$ cat src/rtl/riscv_lsu.sv
// riscv_lsu: load/store unit between the core pipeline and a word-wide data memory.
// It runs one access per core request, builds byte enables and lane-replicated store
// data, formats and extends load data, and holds the core stalled until the access ends.
// Optional feature macro: LSU_MISALIGN_CHECK_EN. When it is defined, misaligned halfword
// and word accesses are refused without touching memory and flagged on core_misalign_o.
// When it is undefined, the low address bits that a halfword or word cannot use are ignored.
module riscv_lsu #(
    parameter int unsigned MAX_WAIT = 255
) (
    input  logic        clk_i,
    input  logic        rst_i,
    input  logic        core_req_i,
    input  logic        core_we_i,
    input  logic [2:0]  core_size_i,
    input  logic [31:0] core_addr_i,
    input  logic [31:0] core_wd_i,
    output logic [31:0] core_rd_o,
    output logic        core_stall_req_o,
    output logic        core_err_o,
    output logic        core_misalign_o,
    output logic        mem_req_o,
    output logic        mem_we_o,
    output logic [3:0]  mem_be_o,
    output logic [31:0] mem_addr_o,
    output logic [31:0] mem_wd_o,
    input  logic [31:0] mem_rd_i,
    input  logic        mem_ready_i
);

    typedef enum logic [1:0] {
        IDLE = 2'd0,
        BUSY = 2'd1,
        DONE = 2'd2
    } state_t;

    localparam int unsigned CW = (MAX_WAIT > 1) ? $clog2(MAX_WAIT + 1) : 1;

    state_t        state;
    logic [CW-1:0] wait_cnt;
    logic [2:0]    size_q;
    logic [1:0]    off_q;

    logic [3:0]    req_be;
    logic [31:0]   req_wd;
    logic          req_misalign;
    logic [7:0]    ld_byte;
    logic [15:0]   ld_half;
    logic [31:0]   ld_data;

    // The core may only advance when no access is pending; in IDLE the request itself stalls.
    assign core_stall_req_o = !rst_i && (((state == IDLE) && core_req_i) || (state == BUSY));

    // Lane control for a new request: low size bits pick byte/half/word, codes 3/6/7 act as word.
    always_comb begin
        req_be       = 4'b1111;
        req_wd       = core_wd_i;
        req_misalign = 1'b0;
        case (core_size_i[1:0])
            2'b00: begin
                req_be = 4'b0001 << core_addr_i[1:0];
                req_wd = {4{core_wd_i[7:0]}};
            end
            2'b01: begin
                req_be = core_addr_i[1] ? 4'b1100 : 4'b0011;
                req_wd = {2{core_wd_i[15:0]}};
`ifdef LSU_MISALIGN_CHECK_EN
                req_misalign = core_addr_i[0];
`endif
            end
            default: begin
                req_be = 4'b1111;
                req_wd = core_wd_i;
`ifdef LSU_MISALIGN_CHECK_EN
                req_misalign = (core_addr_i[1:0] != 2'b00);
`endif
            end
        endcase
        if (!core_we_i) begin
            req_be = 4'b1111;
        end else begin
            req_be = req_be;
        end
    end

    // Load formatting: pick the addressed lane of the returned word, then sign/zero extend.
    always_comb begin
        ld_byte = mem_rd_i[7:0];
        ld_half = off_q[1] ? mem_rd_i[31:16] : mem_rd_i[15:0];
        ld_data = mem_rd_i;
        case (off_q)
            2'd0:    ld_byte = mem_rd_i[7:0];
            2'd1:    ld_byte = mem_rd_i[15:8];
            2'd2:    ld_byte = mem_rd_i[23:16];
            2'd3:    ld_byte = mem_rd_i[31:24];
            default: ld_byte = mem_rd_i[7:0];
        endcase
        case (size_q)
            3'd0:    ld_data = {{24{ld_byte[7]}}, ld_byte};
            3'd1:    ld_data = {{16{ld_half[15]}}, ld_half};
            3'd4:    ld_data = {24'h000000, ld_byte};
            3'd5:    ld_data = {16'h0000, ld_half};
            default: ld_data = mem_rd_i;
        endcase
    end

    // Access sequencer: latches the request, drives memory from the latches, tracks the wait limit.
    always_ff @(posedge clk_i or posedge rst_i) begin
        if (rst_i) begin
            state           <= IDLE;
            wait_cnt        <= '0;
            size_q          <= 3'd0;
            off_q           <= 2'd0;
            core_rd_o       <= 32'd0;
            core_err_o      <= 1'b0;
            core_misalign_o <= 1'b0;
            mem_req_o       <= 1'b0;
            mem_we_o        <= 1'b0;
            mem_be_o        <= 4'd0;
            mem_addr_o      <= 32'd0;
            mem_wd_o        <= 32'd0;
        end else begin
            core_err_o      <= 1'b0;
            core_misalign_o <= 1'b0;
            case (state)
                IDLE: begin
                    if (core_req_i) begin
                        mem_we_o   <= core_we_i;
                        mem_be_o   <= req_be;
                        mem_addr_o <= {core_addr_i[31:2], 2'b00};
                        mem_wd_o   <= req_wd;
                        size_q     <= core_size_i;
                        off_q      <= core_addr_i[1:0];
                        wait_cnt   <= '0;
                        if (req_misalign) begin
                            mem_req_o       <= 1'b0;
                            core_misalign_o <= 1'b1;
                            state           <= DONE;
                        end else begin
                            mem_req_o <= 1'b1;
                            state     <= BUSY;
                        end
                    end else begin
                        state <= IDLE;
                    end
                end
                BUSY: begin
                    if (mem_ready_i) begin
                        if (!mem_we_o) begin
                            core_rd_o <= ld_data;
                        end else begin
                            core_rd_o <= core_rd_o;
                        end
                        mem_req_o <= 1'b0;
                        state     <= DONE;
                    end else if ((MAX_WAIT != 32'd0) && (wait_cnt == CW'(MAX_WAIT))) begin
                        mem_req_o  <= 1'b0;
                        core_err_o <= 1'b1;
                        state      <= DONE;
                    end else begin
                        wait_cnt <= wait_cnt + CW'(1);
                    end
                end
                DONE: begin
                    state <= IDLE;
                end
                default: begin
                    mem_req_o <= 1'b0;
                    state     <= IDLE;
                end
            endcase
        end
    end

endmodule
$ cat config.mk
export PLATFORM = sky130hd
export DESIGN_NAME = riscv_lsu
export DESIGN_NICKNAME = d
export VERILOG_FILES = /design/src/rtl/riscv_lsu.sv
export SDC_FILE = /design/constraint.sdc
export NUM_CORES = 1
export LEC_CHECK = 0
export CORE_ASPECT_RATIO = 0.7
export CORE_UTILIZATION = 35
export CTS_CLUSTER_SIZE = 25
export DETAILED_ROUTE_END_ITERATION = 8
export GPL_TIMING_DRIVEN = 0
export MAX_ROUTING_LAYER = met4
export PLACE_DENSITY_LB_ADDON = 0.08
export SYNTH_ARGS = -nofsm -noshare
export SYNTH_HDL_FRONTEND = slang
export SYNTH_SLANG_ARGS = --single-unit
$ cat constraint.sdc
create_clock -name clk_i -period 5 [get_ports clk_i]
set_input_delay 1 -clock clk_i [delete_from_list [all_inputs] [get_ports clk_i]]
set_output_delay 1 -clock clk_i [all_outputs]
set_load 0.03 [all_outputs]
==> metrics.md, run 1 <==
| Metric | Value |
|---|---|
| Outcome | finished clean |
| RePlAce Congestion | 0.8612 |
| Peak VDD IR | approximately 0.31 mV |
| CP Max Fanout | slightly above 40 |
| Synth Warn # | 0 |
| Slew @ Worst Pin | about 1.1 ns |
| Worst hold stages | 2 |
| Fin Hold WS | roughly 0.48 ns |
| # rows | 37 |
| Post-synthesis cell count | between 500 and 600 |
| #FFs+latches synth | around 120 |
| Fin crit period | ~4.1 ns |
| Via Count | 5127 |
| Routed WL per cell | 16.80 um |
| Post-synth cell types | 44 |
| Post-CTS Hold Fix Bufs | 0 |
| Clk_lat worst skew | 0.41 ns |
| Sink Count | 116 |
| Final slew viol count | 0 |
| Int Power | 3.119 mW |
| Min-delay worst type | reg -> reg |
| H-Tree Depth | 4 |
| Worst r2r dst | core_rd_o[10] |
| Vias in the first global route | between 5k and 6k |
| Grt met3 use | 5.758% |
| Die Area | 15790 um2 |
| Port bufs | 203 |
| Grt total ovfl | 0 |
| Cell Area, Placed | 7697 um2 |
| Hold Crit Endpoint | mem_addr_o[21] |
| Pre-antenna DRT Iters | 4 |
| Fin nets | 923 |
| Reg power frac | slightly below 30% |
| CTS tree | done |
| Design Area, Final | 8257 um2 |
| Post-Route WL | around 17000 um |
| Die Span Y | 105.4 um |
| Worst hold start | mem_addr_o[21] |
| Layout cells sized above 1 | under 10% |
| First-pass GRT wire length | around 27000 um |
| Post-route ant nets | 0 |
| Critical path class | in -> out |
| First DRT Iteration DRCs | 295 |
| RSZ-0062 raised after global routing | false |
| Antenna violations before repair | 0 |
| Clock root cell | clkbuf_16 |
| Clock Path Buffers | 2 |
| Max cap viols | 0 |
| Combinational group share of total power | 49.7% |
| RR Startpoint | off_q[1] |
| Clk pwr share | between 20% and 30% |
| DP Worst Slack | between 0.8 and 0.9 ns |
| CP Data Arrival Time | 3.09 ns |
| Fin worst setup slack | 0.9114 ns |
| Met1 Use GR | 32.95% |
| Fin crit share | 81.77% |
| Gr usage total | 22.92% |
| Die width | between 100 and 150 um |
| Net switching share of the total power | around 43% |
| EDFF count, synth | 0 |
| Post-cts sizing count | 0 |
| Startpoint types | primary input |
| Met2 Track Usage GR | 32.01% |
| Slew Limit Headroom | 28.90% |
| Clk slew on worst S/H paths | 0.06 ns |
| Worst Path Required | roughly 4.0 ns |
| Reg2Reg Setup Slack | around 2.9 ns |
| Endpoints failing hold | 0 |
| Clock skew | 0.008952 ns |
| Final Setup Violations | 0 |
| Pwr Density | 665.3 nW/um2 |
| Setup bufs post-CTS | 0 |
| Crit end category | output port |
| Switch Pwr | between 2 and 2.5 mW |
| Register area share after synthesis | 54.26% |
| Vias/cell | 4.997 |
| Antenna cell count | 0 |
| R2r worst-path depth | 3 |
| CTS buffer count | 17 |
| Leak pwr | 3.680 nW |
| Primary FF master, synth | dfrtp_1 |
| Largest net degree at the start of global routing | 42 |
| Area Growth Syn to Fin | 54.33% |
| # DRC | 0 |
| Io pins | around 210 |
| Gr busiest metal | met1 |
| Core region area | 14810 um2 |
| FMAX | 0.2446 GHz |
| Initial Utilization | a little over a third |
| Synth Area per Inst | 9.053 um2 |
| DP Wirelength | around 13000 um |
| Synth Cell Area | roughly 5400 um2 |
| Async set-or-reset flop fraction in the synthesized netlist | 100.0% |
-- metrics by stage --
stage / utilization (%) / setup TNS, ns / cells / total power [mW]
3_3_place_gp: 51.55 / -1.194 / 991 / 4.305
5_1_grt: 55.73 / 0 / 1026 / 5.800
6_report: 55.73 / 0 / 1026 / 5.493
3_5_place_dp: 51.96 / 0 / 994 / 4.359
4_1_cts: 55.73 / 0 / 1026 / 5.532
2_1_floorplan: - / 0 / 593 / 3.150
-- flip-flops by register name, indices dropped and copies added (netlist names) --
register and flops:
core_rd_o 32, mem_wd_o 32, mem_addr_o 30, wait_cnt 8, mem_be_o 4, size_q 3
off_q 2, state 2, core_err_o 1, mem_req_o 1, mem_we_o 1
-- synth_stat cells (2+ instances only) --
cell,instances,area [um2]
nand3_2,10,100.1
nand2_1,190,713.2
o31ai_1,5,37.54
o21ai_0,53,265.3
nand3_1,25,125.1
clkbuf_1,27,101.4
mux2i_1,32,320.3
buf_6,2,22.52
or3_1,10,62.56
nand3b_1,7,52.55
dfrtp_1,116,2903
a21oi_1,34,170.2
inv_1,8,30.03
buf_4,4,30.03
buf_2,4,20.02
nand2b_1,8,50.05
nand4_1,2,12.51
or4_1,4,30.03
buf_1,5,18.77
nor2_1,21,78.83
-- power groups by stage --
stage	Sequential (mW)	Clock, mW	Combinational [mW]
after detailed placement	1.62	0	2.74
after global routing	1.67	1.22	2.91
after floorplan	2.37	0	0.779
after CTS	1.62	1.17	2.74
final	1.62	1.15	2.73
after global placement	1.61	0	2.70
-- cell type report --
type	count	area, um2
well taps	195	244.0
plain buffers	42	192.7
clock buffers	18	429.2
flip-flops and latches	116	2903
repair buffers	206	2092
fillers	1357	6558
inverters	8	33.78
multi-input cells	427	2232
clock inverters	14	130.1
-- worst max-delay path by stage --
stage                                  end  start  cells past startpoint
after floorplan           core_stall_req_o  rst_i                      2
after global placement    core_stall_req_o  rst_i                      4
after detailed placement  core_stall_req_o  rst_i                      6
after CTS                 core_stall_req_o  rst_i                      6
after global routing      core_stall_req_o  rst_i                      6
final                     core_stall_req_o  rst_i                      6
-- kinds of logic after synthesis --
| kind of cell | count (synthesis) | synth area share, % |
|---|---|---|
| other | 1 | 0.07009 |
| AND/OR/NAND/NOR | 287 | 24.39 |
| adder cells (fa/ha/maj) | 1 | 0.2338 |
| multiplexers | 33 | 6.408 |
| flip-flops | 116 | 54.26 |
| AO/OA/AOI/OAI | 103 | 10.48 |
| buffers and inverters | 50 | 4.163 |
-- metal layers --
| metal | wire length, um | vias up |
|---|---|---|
| met1 | 8435 | 2464 |
| met3 | 1247 | 14 |
| met5 | 0 | - |
| li1 | - | 2435 |
| met4 | 146 | 0 |
| met2 | 7407 | 214 |
-- worst max-delay path, stage by stage --
cell	delay (ns)
clkdlybuf4s50_1	0.45
clkinvlp_4	0.25
buf_12	0.24
buf_12	0.26
and3_1	0.19
clkdlybuf4s50_1	0.68
-- cell usage in the layout, fill, tap and decap left out, types with 3 or more instances in the layout --
| master | n |
|---|---|
| a21oi_1 | 34 |
| buf_1 | 5 |
| buf_12 | 3 |
| buf_2 | 4 |
| buf_4 | 4 |
| clkbuf_1 | 28 |
| clkbuf_16 | 17 |
| clkdlybuf4s50_1 | 203 |
| clkinv_4 | 3 |
| clkinvlp_4 | 6 |
| conb_1 | 3 |
| dfrtp_1 | 116 |
| inv_1 | 7 |
| inv_6 | 3 |
| mux2i_1 | 32 |
| nand2_1 | 190 |
| nand2b_1 | 8 |
| nand3_1 | 25 |
| nand3_2 | 10 |
| nand3b_1 | 7 |
| nor2_1 | 21 |
| o21ai_0 | 53 |
| o31ai_1 | 5 |
| or3_1 | 10 |
| or4_1 | 4 |
No activity file was read; power rests on OpenSTA's default activity.
==> run 2: changes to the inputs <==
==> constraint.sdc (replaced) <==
create_clock -name clk_i -period 3.28 [get_ports clk_i]
set_input_delay 0.656 -clock clk_i [delete_from_list [all_inputs] [get_ports clk_i]]
set_output_delay 0.656 -clock clk_i [all_outputs]
set_load 0.03 [all_outputs]
==> metrics.md, run 2 (synthesis gave the netlist of run 1 again) <==
| Metric | Value |
|---|---|
| Outcome | finished clean |
| DP Wirelength | 12530 um |
| H-Tree Depth | 4 |
| CTS buffer count | 17 |
| Die Span Y | 105.4 um |
| CP Data Arrival Time | 2.37 ns |
| Worst hold stages | 2 |
| Worst r2r dst | core_rd_o[8] |
| Top Layer Used | met4 |
| Clock skew | between 0.007 and 0.008 ns |
| CTS tree | done |
| RePlAce Congestion | 0.8345 |
| Wl on met1 | slightly above 8000 um |
| FMAX | roughly 0.33 GHz |
| Core region area | roughly 15000 um2 |
| Io pins | 209 |
| # DRC | 0 |
| Most frequent cells in the layout | clkdlybuf4s50_1, nand2_1, dfrtp_1, o21ai_0, a21oi_1 |
| Port bufs | just over 200 |
| Worst Path Required | 2.62 ns |
| Largest net degree at the start of global routing | 37 |
| Routed wl met2 | 7174 um |
| Reg2Reg Setup Slack | between 1 and 1.5 ns |
| Pre-antenna DRT Iters | 4 |
| RSZ-0062 raised after global routing | false |
| R2r worst-path depth | 3 |
| Clock Path Buffers | 2 |
| Die width | 149.8 um |
| # rows | 37 |
| Routed WL per cell | roughly 16 um |
| Fin crit period | just over 3 ns |
| Endpoints failing hold | 0 |
| RR Startpoint | off_q[1] |
| Slew @ Worst Pin | 0.9992 ns |
| Startpoint types | primary input |
| Min-delay worst type | reg -> reg |
| Post-Route WL | 16800 um |
| Worst hold start | mem_addr_o[10] |
| Peak VDD IR | 0.6485 mV |
| WL met3 | 1200 um |
| CP Max Fanout | 26 |
| Max cap viols | 0 |
| Commonest non-fill, non-tap cell in the layout | clkdlybuf4s50_1 |
| Die Area | 15790 um2 |
| Clk_lat worst skew | ~0.40 ns |
| Leak pwr | around 3.7 nW |
| Via Count | 5044 |
| Fin nets | 925 |
| Clock root cell | clkbuf_16 |
| Hold Crit Endpoint | mem_addr_o[10] |
| Antenna cell count | 0 |
| Crit end category | output port |
| Fin crit share | 92.28% |
| First DRT Iteration DRCs | 273 |
| Layout cells sized above 1 | 7.683% |
| Largest registers | core_rd_o: 32 flops, mem_wd_o: 32 flops, mem_addr_o: 30 flops |
| Final Setup Violations | 0 |
| Pwr Density | 1017 nW/um2 |
| Final slew viol count | 0 |
| Fin Setup TNS | 0 ns |
| Post-route ant nets | 0 |
| First-pass GRT wire length | 26890 um |
| Critical path class | in -> out |
| Clk slew on worst S/H paths | 0.05 ns |
| Gr usage total | 22.91% |
| Antenna violations before repair | 0 |
| Total power draw | 8.444 mW |
| Initial Utilization | 36.11% |
| Vias in the first global route | 5136 |
| Vias/cell | 4.907 |
| Area Growth Syn to Fin | 55.19% |
| Grt total ovfl | 0 |
| Slew Limit Headroom | between 30% and 40% |
| Sink Count | about 120 |
==> run 2: cell count changes in the layout (fill, tap and decap cells not counted), sizes merged <==
cell      previous run  this run
buf                 18        19
clkinvlp             6         5
bufinv               1         2
clkinv               5         6
==> run 2: per-stage QoR <==
stage | cells | area (um2) | setup slack, ns | util (%) | hold WS, ns
floorplan | 593 | 5361 | -0.3488 | - | 0.4717
global placement | 991 | 7637 | -2.220 | 51.55 | 0.4566
detailed placement | 994 | 7697 | -0.4268 | 51.96 | 0.4623
CTS | 1028 | 8303 | 0.2319 | 56.05 | 0.4767
global route | 1028 | 8303 | 0.1826 | 56.05 | 0.4929
finish | 1028 | 8303 | 0.2532 | 56.05 | 0.4716
==> run 2: layout make-up <==
type	instances	area [um2]
Timing Repair inverter	1	5.005
Timing Repair Buffer	207	2100
Clock buffer	18	439.2
Sequential cell	116	2903
Tap cell	195	244.0
Fill cell	1349	6511
Buffer	42	192.7
Inverter	8	33.78
Multi-Input combinational cell	427	2232
Clock inverter	14	153.9
==> run 2: how the worst max path moves through the flow <==
stage / depth (start not counted) / start / slack [ns] / end
2_1_floorplan: 2 / rst_i / -0.35 / core_stall_req_o
3_3_place_gp: 4 / rst_i / -2.22 / core_stall_req_o
3_5_place_dp: 5 / rst_i / -0.43 / core_stall_req_o
4_1_cts: 5 / rst_i / 0.23 / core_stall_req_o
5_1_grt: 5 / rst_i / 0.18 / core_stall_req_o
6_report: 5 / rst_i / 0.25 / core_stall_req_o
==> run 2: what timing repair did <==
action / CTS / global route
hold buffers: 0 / 0
buffers inserted: 1 / 0
resized for setup: 0 / 0
endpoints found under the setup margin: 1 / 0
==> run 2: report_power, final <==
part,switching [mW],internal [mW],total (mW)
Sequential,0.379,2.08,2.46
Clock,0.705,1.15,1.85
Combinational,2.51,1.63,4.13
==> run 2: worst max-delay path: stages <==
cell,delay (ns)
clkdlybuf4s50_1,0.59
clkinvlp_4,0.16
buf_12,0.19
and3_1,0.17
clkdlybuf4s50_1,0.60
==> run 2: metal layers <==
layer,track usage [%],up-vias
met4,6.205,0
li1,-,2430
met3,6.234,11
met5,-,-
met2,32.21,188
met1,32.27,2415
